<file path="config.mk">
export PLATFORM = sky130hd
export DESIGN_NAME = seq_det_ctrl
export DESIGN_NICKNAME = d
export VERILOG_FILES = /design/src/rtl/seq_det_ctrl.sv
export SDC_FILE = /design/constraint.sdc
export NUM_CORES = 1
export LEC_CHECK = 0
export ABC_AREA = 0
export CORE_UTILIZATION = 30
export CTS_BUF_LIST = sky130_fd_sc_hd__clkbuf_4 sky130_fd_sc_hd__clkbuf_8
export CTS_CLUSTER_SIZE = 10
export DETAILED_ROUTE_END_ITERATION = 16
export SLEW_MARGIN = 15
export SYNTH_ARGS = -nofsm -noshare
export SYNTH_HDL_FRONTEND = slang
export SYNTH_SLANG_ARGS = --single-unit
</file>
<file path="constraint.sdc">
create_clock -name clk -period 3.9 [get_ports clk]
set_clock_uncertainty 0.2 [all_clocks]
set_input_delay 0.39 -clock clk [delete_from_list [all_inputs] [get_ports clk]]
set_output_delay 0.39 -clock clk [all_outputs]
set_load 0.005 [all_outputs]
</file>
<file path="src/rtl/seq_det_ctrl.sv">
// seq_det_ctrl: programmable, armable serial pattern detector controller.
// Holds a runtime pattern of up to PAT_W bits and sequences IDLE/FILL/ARMED.
// Each match gives a one-cycle det_out pulse and a valid/ready event with a
// saturating match count.
// Build option: define SEQ_DET_OVERLAP_EN to keep history after a match, so
// that overlapping occurrences are detected. With it undefined, a match
// flushes the history and the next match needs len_r fresh bits.
module seq_det_ctrl #(
  parameter int PAT_W = 8,
  parameter int CNT_W = 8,
  parameter int LEN_W = $clog2(PAT_W + 1)
) (
  input  logic             clk,
  input  logic             reset,
  input  logic             cfg_we,
  input  logic [PAT_W-1:0] cfg_pattern,
  input  logic [LEN_W-1:0] cfg_len,
  input  logic             arm,
  input  logic             disarm,
  input  logic             seq_in,
  input  logic             seq_vld,
  output logic             det_out,
  output logic             evt_valid,
  input  logic             evt_ready,
  output logic [CNT_W-1:0] evt_count,
  output logic             overflow,
  output logic [1:0]       state
);

  typedef enum logic [1:0] {
    ST_IDLE  = 2'b00,
    ST_FILL  = 2'b01,
    ST_ARMED = 2'b10
  } state_t;

  localparam logic [LEN_W-1:0] LEN_MAX = LEN_W'(PAT_W);

  state_t           r_state;
  logic [PAT_W-1:0] r_pat;
  logic [LEN_W-1:0] r_len;
  logic [PAT_W-1:0] r_hist;
  logic [LEN_W-1:0] r_fill;
  logic             r_det;
  logic             r_evt_valid;
  logic [CNT_W-1:0] r_cnt;
  logic             r_ovf;

  logic [PAT_W-1:0] w_hist_next;
  logic [PAT_W-1:0] w_mask;
  logic [LEN_W:0]   w_fill_inc;
  logic [LEN_W-1:0] w_fill_next;
  logic [LEN_W-1:0] w_len_clamp;
  logic [CNT_W-1:0] w_cnt_next;
  logic             w_active;
  logic             w_match;

  // Next history, length mask, fill/count increments and the match decision
  always_comb begin
    w_hist_next = {r_hist[PAT_W-2:0], seq_in};
    w_mask      = {PAT_W{1'b0}};
    for (int i = 0; i < PAT_W; i++) begin
      w_mask[i] = (i < int'(r_len)) ? 1'b1 : 1'b0;
    end
    w_fill_inc = {1'b0, r_fill} + {{LEN_W{1'b0}}, 1'b1};
    if (r_fill < r_len) begin
      w_fill_next = w_fill_inc[LEN_W-1:0];
    end else begin
      w_fill_next = r_fill;
    end
    if (cfg_len > LEN_MAX) begin
      w_len_clamp = LEN_MAX;
    end else begin
      w_len_clamp = cfg_len;
    end
    if (r_cnt == {CNT_W{1'b1}}) begin
      w_cnt_next = r_cnt;
    end else begin
      w_cnt_next = r_cnt + CNT_W'(1);
    end
    w_active = (r_state == ST_FILL) || (r_state == ST_ARMED);
    // A match in the disarm cycle is discarded
    w_match  = w_active && seq_vld && !disarm &&
               (w_fill_inc >= {1'b0, r_len}) &&
               (((w_hist_next ^ r_pat) & w_mask) == {PAT_W{1'b0}});
  end

  // Controller FSM, shift history, event handshake and registered outputs
  always_ff @(posedge clk or negedge reset) begin
    if (!reset) begin
      r_state     <= ST_IDLE;
      r_pat       <= {PAT_W{1'b0}};
      r_len       <= {LEN_W{1'b0}};
      r_hist      <= {PAT_W{1'b0}};
      r_fill      <= {LEN_W{1'b0}};
      r_det       <= 1'b0;
      r_evt_valid <= 1'b0;
      r_cnt       <= {CNT_W{1'b0}};
      r_ovf       <= 1'b0;
    end else begin
      r_det <= w_match;

      // Event channel: a new match keeps valid high even if accepted now
      if (w_match) begin
        r_cnt       <= w_cnt_next;
        r_evt_valid <= 1'b1;
        if (r_evt_valid && !evt_ready) begin
          r_ovf <= 1'b1;
        end
      end else if (r_evt_valid && evt_ready) begin
        r_evt_valid <= 1'b0;
      end

      case (r_state)
        ST_IDLE: begin
          if (disarm) begin
            r_hist <= {PAT_W{1'b0}};
            r_fill <= {LEN_W{1'b0}};
          end else begin
            if (cfg_we) begin
              r_pat <= cfg_pattern;
              r_len <= w_len_clamp;
            end
            // Arm uses the length already held, not one written this cycle
            if (arm && (r_len != {LEN_W{1'b0}})) begin
              r_hist      <= {PAT_W{1'b0}};
              r_fill      <= {LEN_W{1'b0}};
              r_cnt       <= {CNT_W{1'b0}};
              r_ovf       <= 1'b0;
              r_evt_valid <= 1'b0;
              r_state     <= ST_FILL;
            end
          end
        end
        ST_FILL, ST_ARMED: begin
          if (disarm) begin
            r_hist  <= {PAT_W{1'b0}};
            r_fill  <= {LEN_W{1'b0}};
            r_state <= ST_IDLE;
          end else if (seq_vld) begin
`ifdef SEQ_DET_OVERLAP_EN
            r_hist <= w_hist_next;
            r_fill <= w_fill_next;
            if (w_fill_next == r_len) begin
              r_state <= ST_ARMED;
            end
`else
            if (w_match) begin
              r_hist  <= {PAT_W{1'b0}};
              r_fill  <= {LEN_W{1'b0}};
              r_state <= ST_FILL;
            end else begin
              r_hist <= w_hist_next;
              r_fill <= w_fill_next;
              if (w_fill_next == r_len) begin
                r_state <= ST_ARMED;
              end
            end
`endif
          end
        end
        default: begin
          r_hist  <= {PAT_W{1'b0}};
          r_fill  <= {LEN_W{1'b0}};
          r_state <= ST_IDLE;
        end
      endcase
    end
  end

  assign det_out   = r_det;
  assign evt_valid = r_evt_valid;
  assign evt_count = r_cnt;
  assign overflow  = r_ovf;
  assign state     = r_state;

endmodule

</file>
==> results.rst <==
.. list-table::
   :header-rows: 1

   * - Metric
     - Value
   * - Top FF cell, synth
     - dfrtp_1
   * - Max Slew Vio Count
     - 0
   * - Area of the core
     - 6940 um2
   * - Count of final hold-check violations
     - 0
   * - Worst Path Required
     - between 3 and 4 ns
   * - Worst-Margin Slew
     - approximately 0.65 ns
   * - Number of design-rule violations left by the first detailed-router iteration
     - about 150
   * - Number of rows in the core area
     - 30
   * - Number of synthesized flops with an enable pin
     - 0
   * - Total congestion overflow after global routing
     - 0
   * - Period utilisation layout
     - approximately three quarters
   * - Count of antenna diodes in the layout
     - 0
   * - CTS Hold Buffers Added
     - 0
   * - Startpoint type of the worst setup path
     - register
   * - Synthesized netlist net count
     - about 260
   * - Initial standard-cell utilization of the core
     - a little under a third
   * - Global-route total usage across every layer
     - between 10% and 20%
   * - Port Buf Inserts
     - 32
   * - Number of buffers on the longest clock path
     - 2
   * - Critical path data arrival time
     - between 2 and 3 ns
   * - Met2 Routed Length
     - a little over 2000 um
   * - Minimum clock period
     - 2.98 ns
   * - Number of clock buffers inserted by TritonCTS
     - 5
   * - Largest delay share family, worst path
     - compound AO/OA/AOI/OAI gates
   * - Pre-Repair DR Iteration Count
     - 4
   * - Number of nets in the layout
     - around 290
   * - First-pass GRT wire length
     - 7550 um
   * - IR Drop Worst-Case VDD
     - a little under 0.0003 V
   * - Number of buffers inserted to repair setup after CTS
     - 0
   * - Clock tree from TritonCTS
     - built
   * - Post-synth ARST share
     - between 90% and 100%
   * - Total of flip-flops plus latches after synthesis
     - 36
   * - Pin count of the biggest net entering global routing
     - 37
   * - Total via count after detailed routing
     - roughly 1.7k
   * - Worst hold path class
     - register to register
   * - Area overhead of the layout relative to synthesis
     - 22.9%
   * - Clock sink total
     - 36
   * - Final HPWL DP
     - 3340 um
   * - GP Congestion
     - 0.797
   * - Max-capacitance violation count
     - 0
   * - Cell Chain, Critical Path
     - ha_1 -> ha_1 -> a21bo_2 -> a21oi_1 -> o2111ai_4 -> o211ai_4 -> nor3_1 -> mux2_2
   * - Met1 wire length
     - 2260 um
   * - CTS root buf
     - clkbuf_8
   * - Most common cell on crit path
     - ha_1
   * - Sum of negative setup slack
     - 0 ns
   * - Number of instances in the synthesized netlist
     - 224
   * - Wire per inst
     - between 10 and 15 um
   * - Number of gates resized after cts
     - 0
   * - Die width
     - between 80 and 90 um
   * - Synth cell types
     - 50
   * - RSZ-0062 raised after global routing
     - no
   * - Synthesized area per cell
     - 9.86 um2
   * - Detailed-route DRC error count
     - 0
   * - Routed met3 length
     - between 100 and 150 um
   * - Sequential-to-total area share from yosys stat
     - 40.8%
   * - ANT nets after route
     - 0
   * - Vias per Instance
     - between 4 and 5
   * - Most common library cell in the layout ignoring fill and taps
     - dfrtp_1
   * - Post-route core utilization
     - 39.1%
   * - Level count of the clock H-tree
     - 2
   * - Outcome
     - complete, no violations
   * - Critical path buffer and inverter count
     - 0
   * - Proportion of layout cells with a drive suffix above 1
     - approximately an eighth
   * - IO Pins
     - 33
   * - Achievable Freq
     - approximately 340 MHz
   * - Synthesis Warnings
     - 0
   * - Worst setup path category
     - register to register
   * - Insertion delay of the later-clocked pin in the worst-skew pair
     - 0.29 ns
   * - Total standard cell area after synthesis
     - between 2000 and 2500 um2
   * - Largest stage delay on the critical path
     - around 0.47 ns
   * - CTS clk-pin slew, worst paths
     - ~0.080 ns
   * - Crit. End Element
     - register
   * - Number of global-route vias before repair
     - 1,537
   * - CP Max Fanout
     - 13
   * - Standard cell with the maximum stage delay on the critical path
     - dfrtp_1
   * - Pwr/cell area
     - roughly 580 nW/um2
   * - Vert. Die Dim
     - 87.8 um
   * - Area of the die
     - 7710 um2
   * - Routed Wire Length
     - 4450 um
   * - Number of antenna violations at the first check in global routing
     - 0
   * - Lkg Pwr
     - 1.14 nW
   * - Top library cells by usage in the layout, fill and taps aside
     - 36 x dfrtp_1, 32 x clkdlybuf4s50_1, 22 x nand2_1, 16 x o21ai_0, 15 x nor2_1
   * - Setup violators final
     - 0
   * - Top sig layer
     - met4
   * - Max-Slew Margin vs Limit
     - between 50% and 60%
worst paths after layout:
path                       startpoint   endpoint  slack [ns]  cells after the start
max                         r_fill[1]  r_fill[0]        0.92                      8
min                          overflow   overflow        0.30                      2
max reg2reg                 r_fill[1]  r_fill[0]        0.92                      8
min reg2reg                  overflow   overflow        0.30                      2
max in group asynchronous       reset   r_pat[3]        2.84                      2
min in group asynchronous       reset  r_fill[2]        0.33                      2
through the flow:
| stage | area [um2] | cells | setup slack, ns | power, W | hold WS [ns] |
|---|---|---|---|---|---|
| 2_1_floorplan | 2210 | 224 | 1.29 | 0.00112 | -0.106 |
| 3_3_place_gp | 2620 | 346 | 0.961 | 0.00127 | 0.288 |
| 3_5_place_dp | 2620 | 346 | 0.920 | 0.00128 | 0.297 |
| 4_1_cts | 2710 | 354 | 0.914 | 0.00158 | 0.313 |
| 5_1_grt | 2710 | 354 | 0.743 | 0.00169 | 0.351 |
| 6_report | 2710 | 354 | 0.922 | 0.00157 | 0.304 |
kinds of logic after synthesis:
group           synth area share, %
buf+inv                        4.19
mux                            6.01
simple gates                   18.1
xor+xnor                       7.54
flops                          40.8
compound gates                 16.5
fa+ha+maj                      6.80
flip-flops by register name, summed over array words and instances (netlist names):
name / cells
state: 2
overflow: 1
r_hist: 7
r_len: 4
evt_valid: 1
det_out: 1
evt_count: 8
r_pat: 8
r_fill: 4
metal layers:
metal | GRT usage (%) | up-vias
met5 | 0 | -
met4 | 3.58 | 0
met3 | 2.54 | 4
met2 | 18.6 | 19
met1 | 18.5 | 792
li1 | - | 856
synthesized netlist by cell type (2+ instances only):
cell type	number	area, um2
dfrtp_1	36	901
nand2_1	22	82.6
o21ai_0	16	80.1
nor2_1	15	56.3
xnor2_1	13	114
ha_1	12	150
inv_1	12	45.0
a21oi_1	11	55.1
mux2_2	10	113
nand3_1	9	45.0
xor2_1	6	52.6
nand2b_1	5	31.3
nor3_1	5	25.0
clkbuf_1	4	15.0
a22o_1	3	26.3
o21ai_1	3	15.0
a31o_2	2	17.5
and3_1	2	12.5
and4_1	2	17.5
buf_2	2	10.0
buf_6	2	22.5
mux2i_1	2	20.0
nor2b_1	2	12.5
nor3b_1	2	15.0
area by class of cell:
cell class              count  area (um2)
inverters                  12        45.0
clock buffers               8        97.6
flip-flops and latches     36         901
multi-input cells         168        1210
well taps                  96         120
fillers                   679        4230
repair buffers             34         335
where the power goes:
group	leakage, nW	internal [W]	total (W)	switching (W)
sequential	0.477	0.000461	0.000579	0.000118
clock	0.0523	0.000158	0.000291	0.000133
combinational	0.610	0.000327	0.000695	0.000368
total	1.14	0.000946	0.00157	0.000619
worst register-to-register path, delay by kind of cell (launching register included):
family                     cells  cell delay (ns)
AOI/OAI and AO/OA              4             1.09
adders and majority gates      2             0.64
DFF                            1             0.47
muxes                          1             0.31
and+or+nand+nor                1             0.16
No activity file was read; power rests on OpenSTA's default activity.
